`src/rtl/hazard_controller.sv`:
```
// Hazard and sequencing controller for a 5-stage pipeline: stall/flush generation,
// halt with dcache writeback handshake, and saturating stall/flush cycle counters.
module hazard_controller #(
  parameter int CNT_W = 16
) (
  input  logic             CLK,
  input  logic             nRST,
  input  logic             ihit,
  input  logic             dhit,
  input  logic [4:0]       ifid_rs,
  input  logic [4:0]       ifid_rt,
  input  logic             ifid_uses_rt,
  input  logic             idex_dREN,
  input  logic [4:0]       idex_rt,
  input  logic             exm_dREN,
  input  logic             exm_dWEN,
  input  logic             exm_branch_taken,
  input  logic             id_jump,
  input  logic             mwb_halt,
  input  logic             flush_done,
  output logic             pc_en,
  output logic             ifid_en,
  output logic             idex_en,
  output logic             exm_en,
  output logic             mwb_en,
  output logic             ifid_flush,
  output logic             idex_flush,
  output logic             exm_flush,
  output logic             dcache_flush_req,
  output logic             halt,
  output logic [CNT_W-1:0] stall_cnt,
  output logic [CNT_W-1:0] flush_cnt
);

  typedef enum logic [1:0] {RUN, FLUSH, HALTED} state_t;

  state_t state;
  logic   mem_wait;
  logic   load_use;
  logic   any_flush;

  function automatic logic [CNT_W-1:0] sat_inc(input logic [CNT_W-1:0] v);
    return (&v) ? v : v + 1'b1;
  endfunction

  assign mem_wait = (exm_dREN | exm_dWEN) & ~dhit;
  // Only loads whose result is not yet available; r0 never creates a dependency.
  assign load_use = idex_dREN & (idex_rt != 5'd0) &
                    ((idex_rt == ifid_rs) | (ifid_uses_rt & (idex_rt == ifid_rt)));

  always_comb begin
    pc_en      = 1'b0;
    ifid_en    = 1'b0;
    idex_en    = 1'b0;
    exm_en     = 1'b0;
    mwb_en     = 1'b0;
    ifid_flush = 1'b0;
    idex_flush = 1'b0;
    exm_flush  = 1'b0;
    if (nRST && state == RUN && !mem_wait) begin
      pc_en   = 1'b1;
      ifid_en = 1'b1;
      idex_en = 1'b1;
      exm_en  = 1'b1;
      mwb_en  = 1'b1;
      if (exm_branch_taken) begin
        ifid_flush = 1'b1;
        idex_flush = 1'b1;
        exm_flush  = 1'b1;
      end else if (load_use) begin
        // Hold PC and IF/ID, drop a bubble into ID/EX (needs its enable to clear).
        pc_en      = 1'b0;
        ifid_en    = 1'b0;
        idex_flush = 1'b1;
      end else if (id_jump) begin
        ifid_flush = 1'b1;
      end else if (!ihit) begin
        pc_en      = 1'b0;
        ifid_flush = 1'b1;
      end
    end
  end

  assign any_flush = ifid_flush | idex_flush | exm_flush;

  always_ff @(posedge CLK or negedge nRST) begin
    if (!nRST) begin
      state            <= RUN;
      halt             <= 1'b0;
      dcache_flush_req <= 1'b0;
      stall_cnt        <= '0;
      flush_cnt        <= '0;
    end else begin
      case (state)
        RUN: begin
          if (!pc_en)    stall_cnt <= sat_inc(stall_cnt);
          if (any_flush) flush_cnt <= sat_inc(flush_cnt);
          if (mwb_halt) begin
            state            <= FLUSH;
            dcache_flush_req <= 1'b1;
          end
        end
        FLUSH: begin
          if (flush_done) begin
            state            <= HALTED;
            dcache_flush_req <= 1'b0;
            halt             <= 1'b1;
          end
        end
        HALTED: begin
          halt             <= 1'b1;
          dcache_flush_req <= 1'b0;
        end
        default: state <= RUN;
      endcase
    end
  end

endmodule

```
`config.mk`:
```
export PLATFORM = sky130hd
export DESIGN_NAME = hazard_controller
export DESIGN_NICKNAME = d
export VERILOG_FILES = /design/src/rtl/hazard_controller.sv
export SDC_FILE = /design/constraint.sdc
export NUM_CORES = 1
export LEC_CHECK = 0
export BUFFER_PORTS_ARGS = -buffer_cell sky130_fd_sc_hd__buf_2
export CAP_MARGIN = 20
export CORE_UTILIZATION = 43
export CTS_CLUSTER_DIAMETER = 60
export DETAILED_ROUTE_END_ITERATION = 10
export PLACE_DENSITY = 0.68
export SLEW_MARGIN = 20
export SYNTH_ARGS = -nofsm -noshare
export SYNTH_HDL_FRONTEND = slang
export SYNTH_SLANG_ARGS = --single-unit
```
`constraint.sdc`:
```
create_clock -name CLK -period 2.6 [get_ports CLK]
set_clock_uncertainty 0.15 [all_clocks]
set_input_delay 0.39 -clock CLK [delete_from_list [all_inputs] [get_ports CLK]]
set_output_delay 0.39 -clock CLK [all_outputs]
set_load 0.03 [all_outputs]
```
==> results.sh <==
export IMPL_layout_min_cycle_time_ns=2.41
export IMPL_fillers=424
export IMPL_crit_path_end_kind="output port"
export IMPL_vias=1572
export IMPL_grt_pass1_wl_mm=7.00
export IMPL_grt_pass1_vias=1576
export IMPL_cp_slowest_stage_delay_ns=0.44
export IMPL_status="completed"
export IMPL_cp_slowest_cell="dfrtp_1"
export IMPL_fin_tns_setup_ns=0
export IMPL_syn_inst=185
export IMPL_post_cts_setup_buffers=0
export IMPL_synth_edf_count=0
export IMPL_die_h_um=69.0
export IMPL_powerDensity_nw_per_um2=856
export IMPL_drive_above_1_share_pct=32.7
export IMPL_min_path_type="input port to asynchronous set/reset pin"
export IMPL_synth_simple_area_share_pct=21.2
export IMPL_slew_viol_final=0
export IMPL_ir_drop_uv=588
export IMPL_fmax_mhz=415
export IMPL_die_w_um=69.0
export IMPL_clock_sinks=36
export IMPL_grt_usage_pct=18.4
export IMPL_routabilityCongestion=0.763
export IMPL_drt_iter0_markers=71
export IMPL_worstPathArrival_ns=1.87
export IMPL_period_share_pct=92.6
export IMPL_root_buffer="clkbuf_8"
export IMPL_syn_area_per_cell_um2=10.4
export IMPL_worst_ep_required_time_ns=2.06
export IMPL_synthFlopType="dfrtp_1"
export IMPL_initial_core_util_pct=44.7
export IMPL_async_reset_ff_share_pct=100
export IMPL_rows=24
export IMPL_startpoint_type="flip-flop"
export IMPL_layout_nets=290
export IMPL_setup_viol=0
export IMPL_muxShareOfSynthArea_pct=1.17
export IMPL_synth_top_family_by_area="simple AND/OR/NAND/NOR gates"
export IMPL_tightest_slew_ns=0.453
export IMPL_rsz0062_at_grt="false"
export IMPL_crit_chain="inv_1, ha_1, o211a_2, o31ai_4, nor2_1, buf_2"
export IMPL_synth_xor_area_share_pct=18.1
export IMPL_antenna_found_initial=0
export IMPL_clk_latency_ns=0.29
export IMPL_io_buffers=68
export IMPL_synth_compound_area_share_pct=5.31
export IMPL_coreArea_um2=4320
export IMPL_path_max_fanout=11
export IMPL_cts_buffers=5
export IMPL_final_antenna_net_count=0
export IMPL_netlist_area_um2=1930
export IMPL_clk_pin_slew_ns=0.08
export IMPL_areaGrowthSynthToFinish_pct=25.5
export IMPL_yosysWarnings=0
export IMPL_drc=0
export IMPL_h_tree_depth=2
export IMPL_wl_per_cell_um=13.4
export IMPL_cts_buffer_depth=2
export IMPL_grt_ovfl_total=0
export IMPL_yosysSeqAreaShare_pct=46.6
export IMPL_p_leak_nw=1.22
export IMPL_cap_violations=0
export IMPL_first_pass_iters=4
export IMPL_holdWs_ns=0.0326
export IMPL_diodes=0
export IMPL_post_dp_hpwl_mm=3.15
export IMPL_synth_net_count=219
export IMPL_ys_seq_elements=36
export IMPL_finalHoldViolations=0
export IMPL_grt_max_degree=37
export IMPL_cts_tree="yes"
export IMPL_vias_per_cell=5.09
export IMPL_criticalPathCategory="flip-flop to output port"
export IMPL_io_pins=69
export IMPL_ys_types=32
export IMPL_drt_total_wl_mm=4.15
export IMPL_synthAdderAreaFrac_pct=4.53
export IMPL_die_area_um2=4760
export IMPL_maxSlewHeadroom_pct=69.8
## cell usage after synthesis (all sizes together), types with 2 or more instances
cell type	number	area share [%]
a21oi	2	0.52
and2	2	0.65
and3	10	3.2
and4	2	0.91
buf	4	1.6
clkbuf	2	0.39
dfrtp	36	47
ha	7	4.5
inv	5	0.97
mux2	2	1.2
nand2	13	2.5
nand3	11	2.8
nand4	15	4.9
nor2	11	2.1
nor2b	2	0.65
nor3	9	2.3
o211a	2	1.4
o21ai	2	0.71
xnor2	28	13
xor2	12	5.4
## final timing paths
path / slack [ns] / cells after the start / endpoint / from
worst max register to register: 0.41 / 7 / flush_cnt[10] / flush_cnt[6]
worst min register to register: 0.32 / 1 / halt / halt
worst min-delay path: 0.03 / 2 / flush_cnt[13] / nRST
worst max-delay path: 0.19 / 6 / pc_en / state[1]
max in group asynchronous: 1.95 / 2 / stall_cnt[1] / nRST
min in group CLK: 0.24 / 3 / state[1] / flush_done
## logic make-up (layout without fill, tap and decap cells)
logic type	after synthesis	count (layout)
AOI/OAI and AO/OA	11	11
xor gates and xnor gates	40	40
adders and majority gates	7	7
buffers and inverters	11	83
DFF	36	36
muxes	2	2
and+or+nand+nor	78	78
## report_power, final
group          total [W]  switching (W)  leakage (nW)  internal, W
combinational   0.000803       0.000516         0.695     0.000287
sequential      0.000779       0.000116         0.470     0.000663
clock           0.000494       0.000210        0.0541     0.000284
total            0.00208       0.000842          1.22      0.00123
## registers in the layout, summed over array words and instances (netlist names)
register,count
stall_cnt,16
halt,1
flush_cnt,16
state,2
dcache_flush_req,1
## what timing repair did
item | in CTS | in global routing
hold buffers | 0 | 0
endpoints found under the setup margin | 0 | 1
resized for setup | 0 | 1
## cell type report
cell class	count	area, µm²	area share (%)
clock buffers	5	68.8	2.84
inverters	5	18.8	0.774
flip-flops and latches	36	901	37.2
multi-input cells	138	973	40.1
clock inverters	3	42.5	1.75
repair buffers	70	355	14.7
well taps	52	65.1	2.68
## through the flow
step	instance area, µm²	util [%]	power (W)	setup WS [ns]	instances
2_1_floorplan	1930	-	0.00139	0.0815	185
3_3_place_gp	2310	53.5	0.00159	0.162	301
3_5_place_dp	2310	53.5	0.00160	0.140	301
4_1_cts	2420	56.1	0.00210	0.0950	309
5_1_grt	2420	56.1	0.00222	0.0403	309
6_report	2420	56.1	0.00208	0.193	309
## cell usage in the layout (no fill, tap or decap), drive strengths merged, types with 7 or more instances in the layout
cell   netlist  routed
ha           7       7
and3        10      10
buf          4      70
nand4       15      15
nor2        11      11
nand2       13      13
nand3       11      11
nor3         9       9
dfrtp       36      36
xor2        12      12
xnor2       28      28
## worst max-delay path, delay by kind of cell (launching register included)
kind                       cells  cell delay (ns)
buffers and inverters          2             0.33
adders and majority gates      1             0.22
AOI/OAI and AO/OA              2             0.47
DFF                            1             0.44
and+or+nand+nor                1             0.11
## per-layer routing
metal	part of all wire [%]	vias to the layer above	wire length, µm	GRT usage, %
met2	49	50	2020	31.3
met1	42	735	1760	21.2
met5	0	-	0	0
li1	-	781	-	-
met4	1.3	0	55	6.80
met3	7.6	6	314	6.43
Power figures use the tool's default switching activity.
